===== src/rtl/alu_driver_pkg.sv =====
// Shared definitions for the ALU operand/result driver.
// Frame header bit positions, FSM states and default datapath width.
package alu_driver_pkg;

    localparam int C_N_BIT     = 8;
    localparam int C_HDR_CHAIN = 0;
    localparam int C_HDR_CLR   = 1;

    typedef enum logic [2:0] {
        S_HDR,
        S_A,
        S_B,
        S_EXEC,
        S_OUT
    } state_e;

endpackage


===== src/rtl/alu_driver.sv =====
// Initiator side of the ALU operand/result interface: takes byte frames,
// drives registered operands, samples the ALU result and holds it for a consumer.
module alu_driver
    import alu_driver_pkg::*;
#(
    parameter int G_N_BIT = C_N_BIT
) (
    input  logic               i_clk,
    input  logic               i_rst,
    input  logic [7:0]         i_byte,
    input  logic               i_byte_valid,
    output logic               o_byte_ready,
    output logic [G_N_BIT-1:0] o_s1,
    output logic [G_N_BIT-1:0] o_s2,
    input  logic [G_N_BIT-1:0] i_res,
    output logic [G_N_BIT-1:0] o_res,
    output logic               o_res_valid,
    input  logic               i_res_ready,
    output logic               o_busy
);

    state_e             state_q, state_d;
    logic [G_N_BIT-1:0] s1_q, s1_d;
    logic [G_N_BIT-1:0] s2_q, s2_d;
    logic [G_N_BIT-1:0] res_q, res_d;
    logic [G_N_BIT-1:0] acc_q, acc_d;
    logic               byte_ready;
    logic               xfer;

    assign byte_ready = (state_q == S_HDR) ||
                        (state_q == S_A)   ||
                        (state_q == S_B);
    assign xfer = i_byte_valid && byte_ready;

    always_comb begin
        state_d = state_q;
        s1_d    = s1_q;
        s2_d    = s2_q;
        res_d   = res_q;
        acc_d   = acc_q;
        unique case (state_q)
            S_HDR: begin
                // CLR wins over CHAIN and closes the frame immediately
                if (xfer) begin
                    if (i_byte[C_HDR_CLR]) begin
                        acc_d = '0;
                    end else if (i_byte[C_HDR_CHAIN]) begin
                        s1_d    = acc_q;
                        state_d = S_B;
                    end else begin
                        state_d = S_A;
                    end
                end
            end
            S_A: begin
                if (xfer) begin
                    s1_d    = i_byte[G_N_BIT-1:0];
                    state_d = S_B;
                end
            end
            S_B: begin
                if (xfer) begin
                    s2_d    = i_byte[G_N_BIT-1:0];
                    state_d = S_EXEC;
                end
            end
            S_EXEC: begin
                res_d   = i_res;
                acc_d   = i_res;
                state_d = S_OUT;
            end
            S_OUT: begin
                if (i_res_ready) begin
                    state_d = S_HDR;
                end
            end
            default: begin
                state_d = S_HDR;
            end
        endcase
    end

    always_ff @(posedge i_clk) begin
        if (i_rst) begin
            state_q <= S_HDR;
            s1_q    <= '0;
            s2_q    <= '0;
            res_q   <= '0;
            acc_q   <= '0;
        end else begin
            state_q <= state_d;
            s1_q    <= s1_d;
            s2_q    <= s2_d;
            res_q   <= res_d;
            acc_q   <= acc_d;
        end
    end

    assign o_byte_ready = byte_ready;
    assign o_s1         = s1_q;
    assign o_s2         = s2_q;
    assign o_res        = res_q;
    assign o_res_valid  = (state_q == S_OUT);
    assign o_busy       = (state_q != S_HDR);

endmodule


===== config.mk =====
export PLATFORM = sky130hd
export DESIGN_NAME = alu_driver
export DESIGN_NICKNAME = d
export VERILOG_FILES = /design/src/rtl/alu_driver_pkg.sv /design/src/rtl/alu_driver.sv
export SDC_FILE = /design/constraint.sdc
export NUM_CORES = 1
export LEC_CHECK = 0
export CORE_MARGIN = 2
export CORE_UTILIZATION = 45
export CTS_CLUSTER_SIZE = 24
export DETAILED_ROUTE_END_ITERATION = 12
export DONT_BUFFER_PORTS = 1
export PLACE_DENSITY_LB_ADDON = 0.2
export SLEW_MARGIN = 20
export SYNTH_ARGS = -nofsm -noshare
export SYNTH_HDL_FRONTEND = slang
export SYNTH_SLANG_ARGS = --single-unit

===== constraint.sdc =====
create_clock -name i_clk -period 3.4 [get_ports i_clk]
set_clock_uncertainty 0.2 [all_clocks]
set_input_delay 0.34 -clock i_clk [delete_from_list [all_inputs] [get_ports i_clk]]
set_output_delay 0.34 -clock i_clk [all_outputs]
set_load 0.05 [all_outputs]

### After elaboration in Yosys (flattened, before gate mapping)

Index checks and enable logic that the tools add are counted.

| storage, ports and cells | value |
|---|---|
| word-level logic and storage cells | 42 |
| output and inout port bits | 27 |
| bits of input ports | 20 |
| register bits after elaboration | 35 |

| cells by class | value |
|---|---|
| eq/ne operators | 11 |
| reduce and logical (&&, ||, !) cells | 11 |
| muxes and demuxes | 15 |

Operators by type and width:

| kind | count |
|---|---|
| $mux 8 | 6 |
| $pmux 8 s2 | 2 |
| $mux 3 | 5 |
| $pmux 3 s5 | 1 |
| $ne 2x2->1 const B | 6 |
| $reduce_and 5->1 | 2 |
| $eq 3x2->1 const B | 2 |
| $reduce_bool 2->1 | 2 |
| $eq 3x1->1 const B | 1 |
| $eq 3x3->1 const B | 1 |
| $logic_not 3->1 | 1 |
| $reduce_and 3->1 | 1 |
| $reduce_bool 3->1 | 1 |
| $logic_or 1x1->1 | 2 |
| $mux 2 | 1 |
| $ne 2x1->1 const B | 1 |
| $reduce_and 2->1 | 1 |
| $logic_and 1x1->1 | 1 |

### Logic depth before layout (Yosys ltp)

| depth | value |
|---|---|
| depth after elaboration | 6 |
| gate-level depth with buffers | 6 |
| mapped depth without buffers | 3 |

### Least setup slack after synthesis

OpenSTA, ideal clock, no wires.

| timing | value |
|---|---|
| kind | reg2out |
| start | reg state_q[0] |
| end | out o_byte_ready |
| required time | 2,860 ps |
| path slack | 1,447 ps |
| data arrival time | 1,413 ps |
| path buffers | 2 |
| stages on the path, launching flop included | 4 |
| cell sequence | dfxtp_1 > buf_6 > buf_4 > a21oi_1 |

| on the way | value |
|---|---|
| word-level cells in the longest chain between the ends | 3 |
| elaborated cells on any way between the ends | 5 |
| classes of those cells | eq/ne (2); reduce/logical (3) |

RTL lines:

| what | line | source |
|---|---|---|
| start: declaration | alu_driver.sv:22 | `state_e state_q, state_d;` |
| start signal: assignment | alu_driver.sv:91 | `state_q <= state_d;` |
| $eq 3x1->1 or $logic_not 3->1 (tied branches) | alu_driver.sv:31, alu_driver.sv:30 |  |
| $logic_or 1x1->1 | alu_driver.sv:30 | `assign byte_ready = (state_q == S_HDR) \|\|` |
| $logic_or 1x1->1 * | alu_driver.sv:31 | `(state_q == S_A) \|\|` |
| end: declaration | alu_driver.sv:12 | `output logic o_byte_ready,` |

Mark *: on every way between the ends. The rest lies on a longest branch, timed or not.

### Final worst setup path

| timing | value |
|---|---|
| start | reg state_q[2] |
| end | out o_res_valid |

| on the way | value |
|---|---|
| word-level cells in the longest chain between the ends | 1 |

RTL lines:

| what | line | source |
|---|---|---|
| $eq 3x3->1 | alu_driver.sv:103 | `assign o_res_valid = (state_q == S_OUT);` |
| end: declaration | alu_driver.sv:17 | `output logic o_res_valid,` |

No other way between the ends.

==> flow_summary.yaml <==
run_status:
  outcome: "complete, no violations"
drt:
  dr.pass1.iters: 4
  viasPerCell: 5.45
  wl_um: 3470
  drc: 0
  wl_per_cell_um: 15.1
  drt-initial-drc-count: 88
  drtAntennaViolNets: 0
  vias: 1253
power:
  p_leak_nw: 0.614
  pwr_density_cell_nw_per_um2: 412
  peakVddDrop_mv: 0.260
synthesis:
  synth_top_flop_cell: "dfxtp_1"
  yosys_register_bits: 35
  postSynthCellCount: 172
  synth_mux_area_share_pct: 14.3
  ys_types: 33
  synth_commonest_cells: "dfxtp_1 (35), a21oi_1 (18), nand2_1 (18)"
  synth-xor-area-share_pct: 0
  syn_avg_cell_area_um2: 9.33
  synthSimpleGateAreaFrac_pct: 21.8
  yosysTopAreaCell: "dfxtp_1"
  netlist_area_um2: 1600
  synth_compound_area_share_pct: 13.2
  synth_top_family_by_area: "simple AND/OR/NAND/NOR gates"
  synth_seq_area_share_pct: 43.7
  async_flop_share_pct: 0
  synth_fa_ha_area_share_pct: 0
  synth-edff-count: 0
  yosysMostFrequentCell: "dfxtp_1"
  ys.warnings.count: 0
  synth_top_area_share_pct: 43.7
  synthTopCellsByArea: "dfxtp_1 (44%), mux2i_1 (9.4%), a21oi_1 (5.6%), mux2_2 (4.9%), nand2_1 (4.2%)"
  syn-num-nets: 192
worst_hold_path:
  min_from: "i_res[3]"
  holdPathStages: 2
  holdCritPathClass: "input port to flip-flop"
  holdPathEnd: "acc_q[3]"
place:
  postPlaceCellArea_um2: 1570
  gp_congestion: 0.728
  numPortBuffers: 0
  dpl.hpwl_um: 2310
floorplanning:
  design.core.area_um2: 3390
  die_w_um: 63.7
  chipHeight_um: 63.7
  rows: 21
  die_area_um2: 4060
  initial_utilization_pct: 47.3
  io_pins: 47
critical_path:
  endpoint_kind: "output pin"
  cp-startpoint: "state_q[2]"
  startpoint_type: "flip-flop"
  cp_data_required_time_ns: 2.86
  timing.rr.end: "acc_q[6]"
  worstPathMaxFanout: 18
  critPathKind: "flip-flop to output pin"
  rrSetupSlack_ns: 1.24
  rr_startpoint: "state_q[0]"
  cp.arrival_ns: 1.93
  r2r_cells: 3
job:
  drv_cap: 0
sta:
  setup_violations: 0
  min_period_over_period_pct: 72.6
  fin_crit_ns: 2.47
  totalNegativeSetupSlack_ns: 0
  max_freq_mhz: 405
  tightest_slew_ns: 1.03
  hold_viol: 0
  slew-limit-headroom_pct: 31.4
  maxSlewViolCount: 0
  rsz0062_at_grt: "false"
clock_network:
  cts-htree-levels: 2
  cts_tree: "done"
  cts_setup_buffers: 0
  cts_max_path_buffers: 2
  clkLatencyLatePin_ns: 0.32
  path_clk_slew_ns: 0.11
  clkSinkCount: 35
  cts_made_buffers: 5
  cts_root_buffer: "clkbuf_4"
global_routing:
  grt_pass1_vias: 1254
  antenna_found_initial: 0
  grt_usage_pct: 18.7
  grt_pass1_wl_um: 5910
  grt_use_met2_pct: 33.8
  grt_overflow: 0
  use_met1_pct: 20.2
  grt_use_met3_pct: 6.79
  grt_start_max_net_pins: 28
  grt_busiest_layer: "met2"
final_layout:
  diodes: 0
  drive_gt1_share_pct: 10.3
  layout.nets: 204
  stdcell_area_um2: 1800
  area_growth_pct: 12.0
  fillers: 303
through the flow:
stage / total power, mW / setup WS, ns / hold WS [ns] / instances / utilization, %
6_report: 0.740 / 0.932 / 0.0216 / 230 / 53.0
5_1_grt: 0.779 / 0.805 / 0.000456 / 230 / 53.0
4_1_cts: 0.749 / 0.914 / 0.00167 / 230 / 53.0
3_5_place_dp: 0.506 / 1.29 / 0.216 / 206 / 46.3
3_3_place_gp: 0.504 / 1.34 / 0.213 / 206 / 46.3
2_1_floorplan: 0.509 / 1.45 / 0.254 / 172 / -
worst max-delay path by stage:
stage	to	slack [ns]	cells after the start
after floorplan	o_byte_ready	1.45	3
after global placement	o_res_valid	1.34	2
after detailed placement	o_res_valid	1.29	2
after CTS	o_res_valid	0.91	2
after global routing	o_res_valid	0.81	2
final	o_res_valid	0.93	2
cells in the final DEF, fill, tap and decap left out:
cell type	n
o21bai_1	2
inv_1	4
nand3_1	8
nor3b_1	1
nor2_1	16
mux2i_1	15
o211ai_2	1
nor4_1	1
nor4bb_4	1
nand4bb_1	1
dlygate4sd3_1	17
nand2_1	18
a31oi_1	1
buf_4	1
or3_1	1
dfxtp_1	35
and3b_1	1
o221ai_1	1
nand3b_2	1
a221oi_1	1
and4b_1	1
nor2b_1	9
a21oi_1	18
mux2_2	7
nor3_1	1
a22oi_1	8
clkbuf_4	5
o21ai_0	2
or4b_1	1
clkbuf_8	1
clkinv_2	1
nor2_4	1
nand2b_1	2
layout make-up:
cell class                 count  area [um^2]  share of cell area (%)
clock buffer                   6         51.3                    2.86
sequential                    35          701                    39.0
tap                           46         57.6                    3.20
clock inverter                 1         5.00                   0.279
multi-input combinational    120          790                    43.9
timing repair buffer          18          178                    9.89
inverter                       4         15.0                   0.836
metal layers:
layer / part of all wire [%] / vias to the layer above
met5: 0 / -
met4: 0.84 / 0
met3: 6.2 / 2
met2: 53 / 32
met1: 40 / 597
li1: - / 622
cell families after synthesis:
| kind of cell | after synthesis |
|---|---|
| AOI/OAI and AO/OA | 34 |
| buffers and inverters | 17 |
| DFF | 35 |
| muxes | 22 |
| and+or+nand+nor | 64 |
report_power, final:
group | total [mW] | internal [mW] | leakage (nW) | switching [mW]
Sequential | 0.448 | 0.417 | 0.283 | 0.0312
Combinational | 0.0684 | 0.0356 | 0.297 | 0.0328
Clock | 0.223 | 0.0958 | 0.0341 | 0.127
Total | 0.740 | 0.549 | 0.614 | 0.191
registers in the layout (all words and copies together) (netlist names):
register  count
acc_q         8
o_res         8
o_s1          8
o_s2          8
state_q       3
critical path: stages (launching register included):
cell      delay, ns
dfxtp_1        0.77
nand2b_1       0.14
nor2_1         0.70
timing repair:
item,in CTS,in global routing
hold endpoints to repair,27,0
hold buffers,17,0
gates resized for setup,0,0
(Power assumes the default switching activity.)
